[src/rtl/alu_mc_pkg.sv]
// Shared constants for the multi-cycle ALU: opcode map, FSM state encoding
// and the shift-amount width helper.
package alu_mc_pkg;

  localparam logic [3:0] OP_AND  = 4'b0000;
  localparam logic [3:0] OP_OR   = 4'b0001;
  localparam logic [3:0] OP_ADD  = 4'b0010;
  localparam logic [3:0] OP_SLL  = 4'b0011;
  localparam logic [3:0] OP_SUB  = 4'b0100;
  localparam logic [3:0] OP_SRL  = 4'b0101;
  localparam logic [3:0] OP_MUL  = 4'b0110;
  localparam logic [3:0] OP_XOR  = 4'b0111;
  localparam logic [3:0] OP_SLTU = 4'b1000;
  localparam logic [3:0] OP_DIVU = 4'b1001;
  localparam logic [3:0] OP_REMU = 4'b1010;

  typedef enum logic [1:0] {
    ST_IDLE = 2'd0,
    ST_BUSY = 2'd1,
    ST_DONE = 2'd2
  } state_e;

  // Bits needed to express an in-range shift amount for a given width.
  function automatic int shamt_w(input int width);
    return $clog2(width);
  endfunction

endpackage

[src/rtl/alu_mc_if.sv]
// Operand/result handshake bundle for alu_mc.
//   master: issue side (drives operands, op, in_valid, out_ready)
//   slave : the ALU (drives in_ready, out_valid, result, zero_flag)
interface alu_mc_if #(parameter int WIDTH = 32);
  logic             in_valid;
  logic             in_ready;
  logic [WIDTH-1:0] a_in;
  logic [WIDTH-1:0] b_in;
  logic [3:0]       op;
  logic             out_valid;
  logic             out_ready;
  logic [WIDTH-1:0] result;
  logic             zero_flag;

  modport master (
    output in_valid, a_in, b_in, op, out_ready,
    input  in_ready, out_valid, result, zero_flag
  );

  modport slave (
    input  in_valid, a_in, b_in, op, out_ready,
    output in_ready, out_valid, result, zero_flag
  );
endinterface

[src/rtl/alu_mc_iter_muldiv.sv]
// Iterative engine: shift-add multiplier, one multiplier bit per cycle over
// WIDTH cycles. With ALU_MC_DIV_EN defined it also runs restoring division
// (quotient or remainder) over the same WIDTH cycles.
// Ports:
//   clk, reset  clock / async active-high reset
//   start_i     load operands and begin (ignored while busy)
//   div_i/rem_i (ALU_MC_DIV_EN only) select DIVU / REMU instead of MUL
//   a_i, b_i    operands (multiplicand/multiplier or dividend/divisor)
//   done_o      one-cycle pulse during the final iteration
//   res_o       final result, valid while done_o is high
module alu_iter_muldiv
  import alu_mc_pkg::*;
#(
  parameter int WIDTH = 32
) (
  input  logic             clk,
  input  logic             reset,
  input  logic             start_i,
`ifdef ALU_MC_DIV_EN
  input  logic             div_i,
  input  logic             rem_i,
`endif
  input  logic [WIDTH-1:0] a_i,
  input  logic [WIDTH-1:0] b_i,
  output logic             done_o,
  output logic [WIDTH-1:0] res_o
);
  localparam int CNT_W = shamt_w(WIDTH);

  logic             busy_q, busy_d;
  logic [CNT_W-1:0] cnt_q, cnt_d;
  // acc: product accumulator / partial remainder
  // x  : multiplicand (shifted left each step) / divisor
  // y  : multiplier (shifted right) / dividend shifting out, quotient in
  logic [WIDTH-1:0] acc_q, acc_d, x_q, x_d, y_q, y_d;
  logic [WIDTH-1:0] acc_step, x_step, y_step;
`ifdef ALU_MC_DIV_EN
  logic             div_q, div_d, rem_q, rem_d;
  logic [WIDTH:0]   sh;
  logic             ge;
`endif

  always_comb begin
    acc_step = acc_q + (y_q[0] ? x_q : '0);
    x_step   = x_q << 1;
    y_step   = y_q >> 1;
`ifdef ALU_MC_DIV_EN
    // Explicit compare (not subtract sign) so a zero divisor still gives
    // quotient all-ones and remainder equal to the dividend.
    sh = {acc_q, y_q[WIDTH-1]};
    ge = (sh >= {1'b0, x_q});
    if (div_q) begin
      acc_step = ge ? (sh[WIDTH-1:0] - x_q) : sh[WIDTH-1:0];
      x_step   = x_q;
      y_step   = {y_q[WIDTH-2:0], ge};
    end
`endif
  end

  always_comb begin
    busy_d = busy_q;
    cnt_d  = cnt_q;
    acc_d  = acc_q;
    x_d    = x_q;
    y_d    = y_q;
`ifdef ALU_MC_DIV_EN
    div_d  = div_q;
    rem_d  = rem_q;
`endif
    if (busy_q) begin
      acc_d = acc_step;
      x_d   = x_step;
      y_d   = y_step;
      cnt_d = cnt_q + 1'b1;
      if (done_o) begin
        busy_d = 1'b0;
        cnt_d  = '0;
      end
    end else if (start_i) begin
      busy_d = 1'b1;
      cnt_d  = '0;
      acc_d  = '0;
      x_d    = b_i;
      y_d    = a_i;
`ifdef ALU_MC_DIV_EN
      div_d  = div_i | rem_i;
      rem_d  = rem_i;
`endif
    end
  end

  always_comb begin
    done_o = busy_q && (cnt_q == CNT_W'(WIDTH - 1));
    res_o  = acc_step;
`ifdef ALU_MC_DIV_EN
    if (div_q && !rem_q) res_o = y_step;
`endif
  end

  always_ff @(posedge clk or posedge reset) begin
    if (reset) begin
      busy_q <= 1'b0;
      cnt_q  <= '0;
      acc_q  <= '0;
      x_q    <= '0;
      y_q    <= '0;
`ifdef ALU_MC_DIV_EN
      div_q  <= 1'b0;
      rem_q  <= 1'b0;
`endif
    end else begin
      busy_q <= busy_d;
      cnt_q  <= cnt_d;
      acc_q  <= acc_d;
      x_q    <= x_d;
      y_q    <= y_d;
`ifdef ALU_MC_DIV_EN
      div_q  <= div_d;
      rem_q  <= rem_d;
`endif
    end
  end

endmodule

[src/rtl/alu_mc.sv]
// Multi-cycle ALU with valid/ready on input and output. Single-cycle ops
// produce a result the cycle after accept; MUL (and DIVU/REMU when
// ALU_MC_DIV_EN is defined) run on the iterative engine, WIDTH+1 cycles.
// One op in flight; a new bundle may be accepted while a result drains.
// Ports:
//   clk, reset  clock / async active-high reset
//   bus         alu_mc_if slave: in_valid/in_ready, a_in, b_in, op,
//               out_valid/out_ready, result, zero_flag
// Optional feature macro: ALU_MC_DIV_EN
module alu_mc
  import alu_mc_pkg::*;
#(
  parameter int WIDTH = 32
) (
  input  logic     clk,
  input  logic     reset,
  alu_mc_if.slave  bus
);
  localparam int SHAMT_W = shamt_w(WIDTH);

  state_e           state_q, state_d;
  logic [WIDTH-1:0] result_q, result_d;
  logic             zero_q, zero_d;
  logic             out_valid_q, out_valid_d;

  logic             accept, iter_op, eng_start, eng_done, shift_oor;
  logic [WIDTH-1:0] eng_res, alu_res;
  logic [SHAMT_W-1:0] shamt;

  assign bus.in_ready  = (state_q == ST_IDLE) || (state_q == ST_DONE && bus.out_ready);
  assign bus.out_valid = out_valid_q;
  assign bus.result    = result_q;
  assign bus.zero_flag = zero_q;

  assign accept    = bus.in_valid && bus.in_ready;
  assign eng_start = accept && iter_op;

  always_comb begin
    iter_op = (bus.op == OP_MUL);
`ifdef ALU_MC_DIV_EN
    iter_op = iter_op || (bus.op == OP_DIVU) || (bus.op == OP_REMU);
`endif
  end

  alu_iter_muldiv #(.WIDTH(WIDTH)) u_iter (
    .clk     (clk),
    .reset   (reset),
    .start_i (eng_start),
`ifdef ALU_MC_DIV_EN
    .div_i   (bus.op == OP_DIVU),
    .rem_i   (bus.op == OP_REMU),
`endif
    .a_i     (bus.a_in),
    .b_i     (bus.b_in),
    .done_o  (eng_done),
    .res_o   (eng_res)
  );

  // Any set bit above the in-range shift field means b_in >= WIDTH.
  assign shift_oor = |bus.b_in[WIDTH-1:SHAMT_W];
  assign shamt     = bus.b_in[SHAMT_W-1:0];

  always_comb begin
    alu_res = '0;
    case (bus.op)
      OP_AND:  alu_res = bus.a_in & bus.b_in;
      OP_OR:   alu_res = bus.a_in | bus.b_in;
      OP_XOR:  alu_res = bus.a_in ^ bus.b_in;
      OP_ADD:  alu_res = bus.a_in + bus.b_in;
      OP_SUB:  alu_res = bus.a_in - bus.b_in;
      OP_SLTU: alu_res = {{(WIDTH-1){1'b0}}, (bus.a_in < bus.b_in)};
      OP_SLL:  alu_res = shift_oor ? '0 : (bus.a_in << shamt);
      OP_SRL:  alu_res = shift_oor ? '0 : (bus.a_in >> shamt);
      default: alu_res = '0;
    endcase
  end

  always_comb begin
    state_d     = state_q;
    result_d    = result_q;
    zero_d      = zero_q;
    out_valid_d = out_valid_q;
    case (state_q)
      ST_IDLE, ST_DONE: begin
        if (state_q == ST_DONE && bus.out_ready) begin
          state_d     = ST_IDLE;
          out_valid_d = 1'b0;
        end
        if (accept) begin
          if (iter_op) begin
            state_d     = ST_BUSY;
            out_valid_d = 1'b0;
          end else begin
            state_d     = ST_DONE;
            result_d    = alu_res;
            zero_d      = (alu_res == '0);
            out_valid_d = 1'b1;
          end
        end
      end
      ST_BUSY: begin
        if (eng_done) begin
          state_d     = ST_DONE;
          result_d    = eng_res;
          zero_d      = (eng_res == '0);
          out_valid_d = 1'b1;
        end
      end
      default: state_d = ST_IDLE;
    endcase
  end

  always_ff @(posedge clk or posedge reset) begin
    if (reset) begin
      state_q     <= ST_IDLE;
      result_q    <= '0;
      zero_q      <= 1'b0;
      out_valid_q <= 1'b0;
    end else begin
      state_q     <= state_d;
      result_q    <= result_d;
      zero_q      <= zero_d;
      out_valid_q <= out_valid_d;
    end
  end

endmodule

[src/flat_wrapper.sv]
// flat-port wrapper written by rule: the top's interface ports become plain ports
module alu_mc_flat import alu_mc_pkg::*;
#(
  parameter int WIDTH = 32
)
  (clk, reset, bus_in_valid, bus_a_in, bus_b_in, bus_op, bus_out_ready, bus_in_ready, bus_out_valid, bus_result, bus_zero_flag);
  alu_mc_if #(.WIDTH(WIDTH)) bus_i ();
  input  logic clk;
  input  logic reset;
  input wire logic [$bits(bus_i.in_valid)-1:0] bus_in_valid;
  input wire logic [$bits(bus_i.a_in)-1:0] bus_a_in;
  input wire logic [$bits(bus_i.b_in)-1:0] bus_b_in;
  input wire logic [$bits(bus_i.op)-1:0] bus_op;
  input wire logic [$bits(bus_i.out_ready)-1:0] bus_out_ready;
  output wire logic [$bits(bus_i.in_ready)-1:0] bus_in_ready;
  output wire logic [$bits(bus_i.out_valid)-1:0] bus_out_valid;
  output wire logic [$bits(bus_i.result)-1:0] bus_result;
  output wire logic [$bits(bus_i.zero_flag)-1:0] bus_zero_flag;
  assign bus_i.in_valid = bus_in_valid;
  assign bus_i.a_in = bus_a_in;
  assign bus_i.b_in = bus_b_in;
  assign bus_i.op = bus_op;
  assign bus_i.out_ready = bus_out_ready;
  assign bus_in_ready = bus_i.in_ready;
  assign bus_out_valid = bus_i.out_valid;
  assign bus_result = bus_i.result;
  assign bus_zero_flag = bus_i.zero_flag;
  alu_mc #(.WIDTH(WIDTH)) u_core (.clk(clk), .reset(reset), .bus(bus_i));
endmodule
[config.mk]
export PLATFORM = sky130hd
export DESIGN_NAME = alu_mc_flat
export DESIGN_NICKNAME = d
export VERILOG_FILES = /design/src/rtl/alu_mc_pkg.sv /design/src/rtl/alu_mc_if.sv /design/src/rtl/alu_mc_iter_muldiv.sv /design/src/rtl/alu_mc.sv /design/src/flat_wrapper.sv
export SDC_FILE = /design/constraint.sdc
export NUM_CORES = 1
export LEC_CHECK = 0
export ABC_AREA = 0
export CORE_ASPECT_RATIO = 0.8
export CORE_MARGIN = 1
export CORE_UTILIZATION = 35
export DETAILED_ROUTE_END_ITERATION = 8
export GPL_TIMING_DRIVEN = 0
export MAX_ROUTING_LAYER = met4
export PLACE_DENSITY = 0.55
export SLEW_MARGIN = 10
export SYNTH_ARGS = -nofsm -noshare
export SYNTH_HDL_FRONTEND = slang
export SYNTH_SLANG_ARGS = --single-unit
[constraint.sdc]
create_clock -name clk -period 5.6 [get_ports clk]
set_input_delay 0.56 -clock clk [delete_from_list [all_inputs] [get_ports clk]]
set_output_delay 0.56 -clock clk [all_outputs]
set_load 0.05 [all_outputs]
==> impl_metrics.tcl <==
set metrics [dict create \
    outcome "complete, no violations" \
    num_rows 72 \
    h-tree-depth 4 \
    wl_met3_mm 12.7 \
    timing.final.hold_violations 0 \
    synth_ff_type "dfrtp_1" \
    rsz0062_at_grt "no" \
    drtPass1Iterations 6 \
    cp-end-kind "flip-flop" \
    grt_pass1_vias 18800 \
    synth_warnings 0 \
    grt_start_max_net_pins 113 \
    hpwl_mm 79.9 \
    synth_edf_count 0 \
    synth_nets 2536 \
    antenna_left 0 \
    portBuffers 105 \
    critPathKind "input pin to flip-flop" \
    synth_sequential_area_ratio_pct 19.9 \
    timing.fmax_mhz 179 \
    period_share_pct 99.9 \
    synthArstFlopShare_pct 100 \
    insertion_delay_ps 450 \
    dp.cells 3058 \
    grt_use_total_pct 39.4 \
    finClkSkew_ps 12.8 \
    worst_path_most_repeated_cell "buf_4" \
    core_um2 48600 \
    start_util_pct 35.7 \
    synthDistinctLibCells 85 \
    grt_pass1_wl_mm 140 \
    hold_class "input pin to asynchronous set/reset pin" \
    timing.hold.ws_ps 451 \
    synthesis.instances 2319 \
    cp_data_arrival_time_ps 5980 \
    cts_tree "yes" \
    final_cells 3106 \
    leakage_nw 8.68 \
    ys_ff_latch 138 \
    wl_met1_mm 46.1 \
    drc 0 \
    globalRouteOverflowTotal 0 \
    clkSlewWorstSetupHoldPaths_ps 70 \
    setup_viol 0 \
    maxUsedRoutingLayer "met4" \
    gp_congestion 1.07 \
    die_x_um 251 \
    cp_data_required_time_ps 5980 \
    max_stage_delay_ps 570 \
    p_per_area_nw_per_um2 286 \
    vdd_ir_drop_max_v 0.000216 \
    tightestPinTransition_ps 1370 \
    cp_slowest_cell "clkdlybuf4s15_1" \
    cts.sink_count 138 \
    cts_buffer_depth 2 \
    period_minus_slack_ps 5590 \
    crit_fanout 10 \
    clockRootBuffer "clkbuf_16" \
    cts_buffers 17 \
    antenna_found_initial 5 \
    die-area_um2 50500 \
    die_h_um 201 \
    final.setup.tns_ps 0 \
    worstSetupStartpointType "input pin" \
    slew_violations 0 \
    synth_area_per_cell_um2 7.49 \
    routedWlPerCell_um 31.4 \
    routed_via_density 6.58 \
    slew_headroom_pct 7.27 \
    postCtsHoldBufs 0 \
    fillCellCount 5073 \
    ios 107 \
    max-cap-violations 0 \
    drt-total-wl_mm 97.6 \
    syn_to_final_growth_pct 17.0 \
    drive_gt1_share_pct 8.73 \
    drt_iter0_markers 2815 \
    dr_total_vias 20400 \
    syn_area_um2 17400 \
    crit_chain "clkdlybuf4s15_1 > buf_4 > buf_4 > buf_4 > buf_4 > buf_2 > mux4_2 > a32oi_1 > a41oi_1 > a21oi_2 > o21ai_0 > nor4_2 > o21ai_0 > nor4_4 > nand3_2 > nor4_4 > a21o_1" \
    met2_length_mm 36.5 \
    nets 2679 \
]
==> cell type report <==
| cell class | count | area, um^2 | area share [%] |
|---|---|---|---|
| inverters | 99 | 385 | 1.90 |
| clock inverters | 15 | 154 | 0.757 |
| multi-input cells | 1900 | 13100 | 64.4 |
| clock buffers | 17 | 425 | 2.09 |
| diodes | 2 | 5.00 | 0.0246 |
| flip-flops and latches | 138 | 3450 | 17.0 |
| repair buffers | 126 | 1230 | 6.07 |
| plain buffers | 180 | 788 | 3.88 |
| well taps | 629 | 787 | 3.87 |
==> cell usage in the layout, fill, tap and decap left out, types with 44 or more instances in the layout <==
cell | netlist | final
nor2_1 | 213 | 210
clkbuf_1 | 146 | 132
ha_1 | 142 | 142
and2_1 | 44 | 44
o21ai_0 | 202 | 198
nand2_1 | 293 | 293
inv_1 | 97 | 94
dfrtp_1 | 138 | 138
a21oi_1 | 223 | 218
mux2i_1 | 79 | 78
clkdlybuf4s50_1 | 0 | 100
==> logic make-up (layout without fill, tap and decap cells) <==
| kind of cell | after synthesis | in the layout | synth area share [%] |
|---|---|---|---|
| other | 0 | 2 | 0 |
| buffers and inverters | 281 | 437 | 6.34 |
| xor gates and xnor gates | 44 | 44 | 2.22 |
| AOI/OAI and AO/OA | 773 | 773 | 28.2 |
| muxes | 148 | 148 | 11.7 |
| adders and majority gates | 145 | 145 | 10.6 |
| and+or+nand+nor | 790 | 790 | 21.1 |
| DFF | 138 | 138 | 19.9 |
==> power breakdown <==
part	switching [W]	internal, W	total (W)
registers	0.000245	0.00136	0.00160
clock network	0.000517	0.000626	0.00114
logic	0.00208	0.000985	0.00306
==> state kept, by name (all words and copies together) (netlist names) <==
name and flops:
u_core.bus.result 32, u_core.u_iter.acc_q 32, u_core.u_iter.x_q 32, u_core.u_iter.y_q 32, u_core.u_iter.cnt_q 5, u_core.state_q 2, u_core.bus.out_valid 1, u_core.bus.zero_flag 1
u_core.u_iter.busy_q 1
==> what timing repair did <==
item / in CTS / in global routing
setup endpoints to repair: 27 / 6
cloned: 0 / 0
pin swaps: 4 / 6
gates resized for setup: 60 / 45
setup buffers: 1 / 15
==> layer usage <==
layer	track usage (%)	vias up
met1	59.5	10200
met4	9.41	0
met3	11.4	116
met5	-	-
met2	49.6	1323
li1	-	8790
==> path summary, 6_finish.rpt <==
check                                                  startpoint                            endpoint  slack (ps)  cells after the start
worst min register to register  u_core.u_iter.y_q[16]$_DFFE_PP0P_   u_core.u_iter.y_q[15]$_DFFE_PP0P_         490                      2
max in group asynchronous                                   reset  u_core.u_iter.acc_q[2]$_DFFE_PP0P_        4280                      3
min in group clk                u_core.u_iter.y_q[16]$_DFFE_PP0P_   u_core.u_iter.y_q[15]$_DFFE_PP0P_         490                      2
worst max register to register   u_core.u_iter.y_q[0]$_DFFE_PP0P_    u_core.bus.zero_flag$_DFFE_PP0P_         170                     15
worst max-delay path                                  bus_b_in[0]    u_core.bus.zero_flag$_DFFE_PP0P_           6                     17
worst min-delay path                                        reset   u_core.u_iter.y_q[25]$_DFFE_PP0P_         450                      2
==> synthesized netlist by cell type, types with 21 or more instances <==
| cell type | number | area share (%) |
|---|---|---|
| a211oi_1 | 21 | 0.91 |
| o22ai_1 | 24 | 0.86 |
| o21ai_0 | 202 | 5.8 |
| ha_1 | 142 | 10 |
| mux4_2 | 41 | 5.3 |
| xnor2_1 | 29 | 1.5 |
| inv_1 | 97 | 2.1 |
| mux2i_1 | 79 | 4.6 |
| nand3_1 | 42 | 1.2 |
| a221oi_1 | 34 | 1.7 |
| clkbuf_1 | 146 | 3.2 |
| a21o_1 | 34 | 1.5 |
| o211ai_1 | 25 | 1.1 |
| nor2b_1 | 23 | 0.83 |
| nor2_1 | 213 | 4.6 |
| nor4_1 | 22 | 0.79 |
| nand2_1 | 293 | 6.3 |
| dfrtp_1 | 138 | 20 |
| and2_1 | 44 | 1.6 |
| a21oi_1 | 223 | 6.4 |
| a31oi_1 | 30 | 1.1 |
| nor3_1 | 41 | 1.2 |
==> critical path: cells and delay by family <==
family          cells  cell delay [ps]
compound gates      6             1610
mux                 1              370
buf+inv             6             2180
simple gates        4             1220
==> stage by stage <==
step | util (%) | worst slack [ps] | area (um^2) | total power (W)
floorplan | - | 635 | 17400 | 0.00342
global placement | 39.5 | -2590 | 19200 | 0.00447
detailed placement | 39.7 | -2370 | 19300 | 0.00451
CTS | 41.2 | 27.5 | 20100 | 0.00568
global route | 41.8 | 11.3 | 20300 | 0.00613
finish | 41.8 | 5.55 | 20300 | 0.00581
Note: power is estimated with default switching activity, not from simulation.
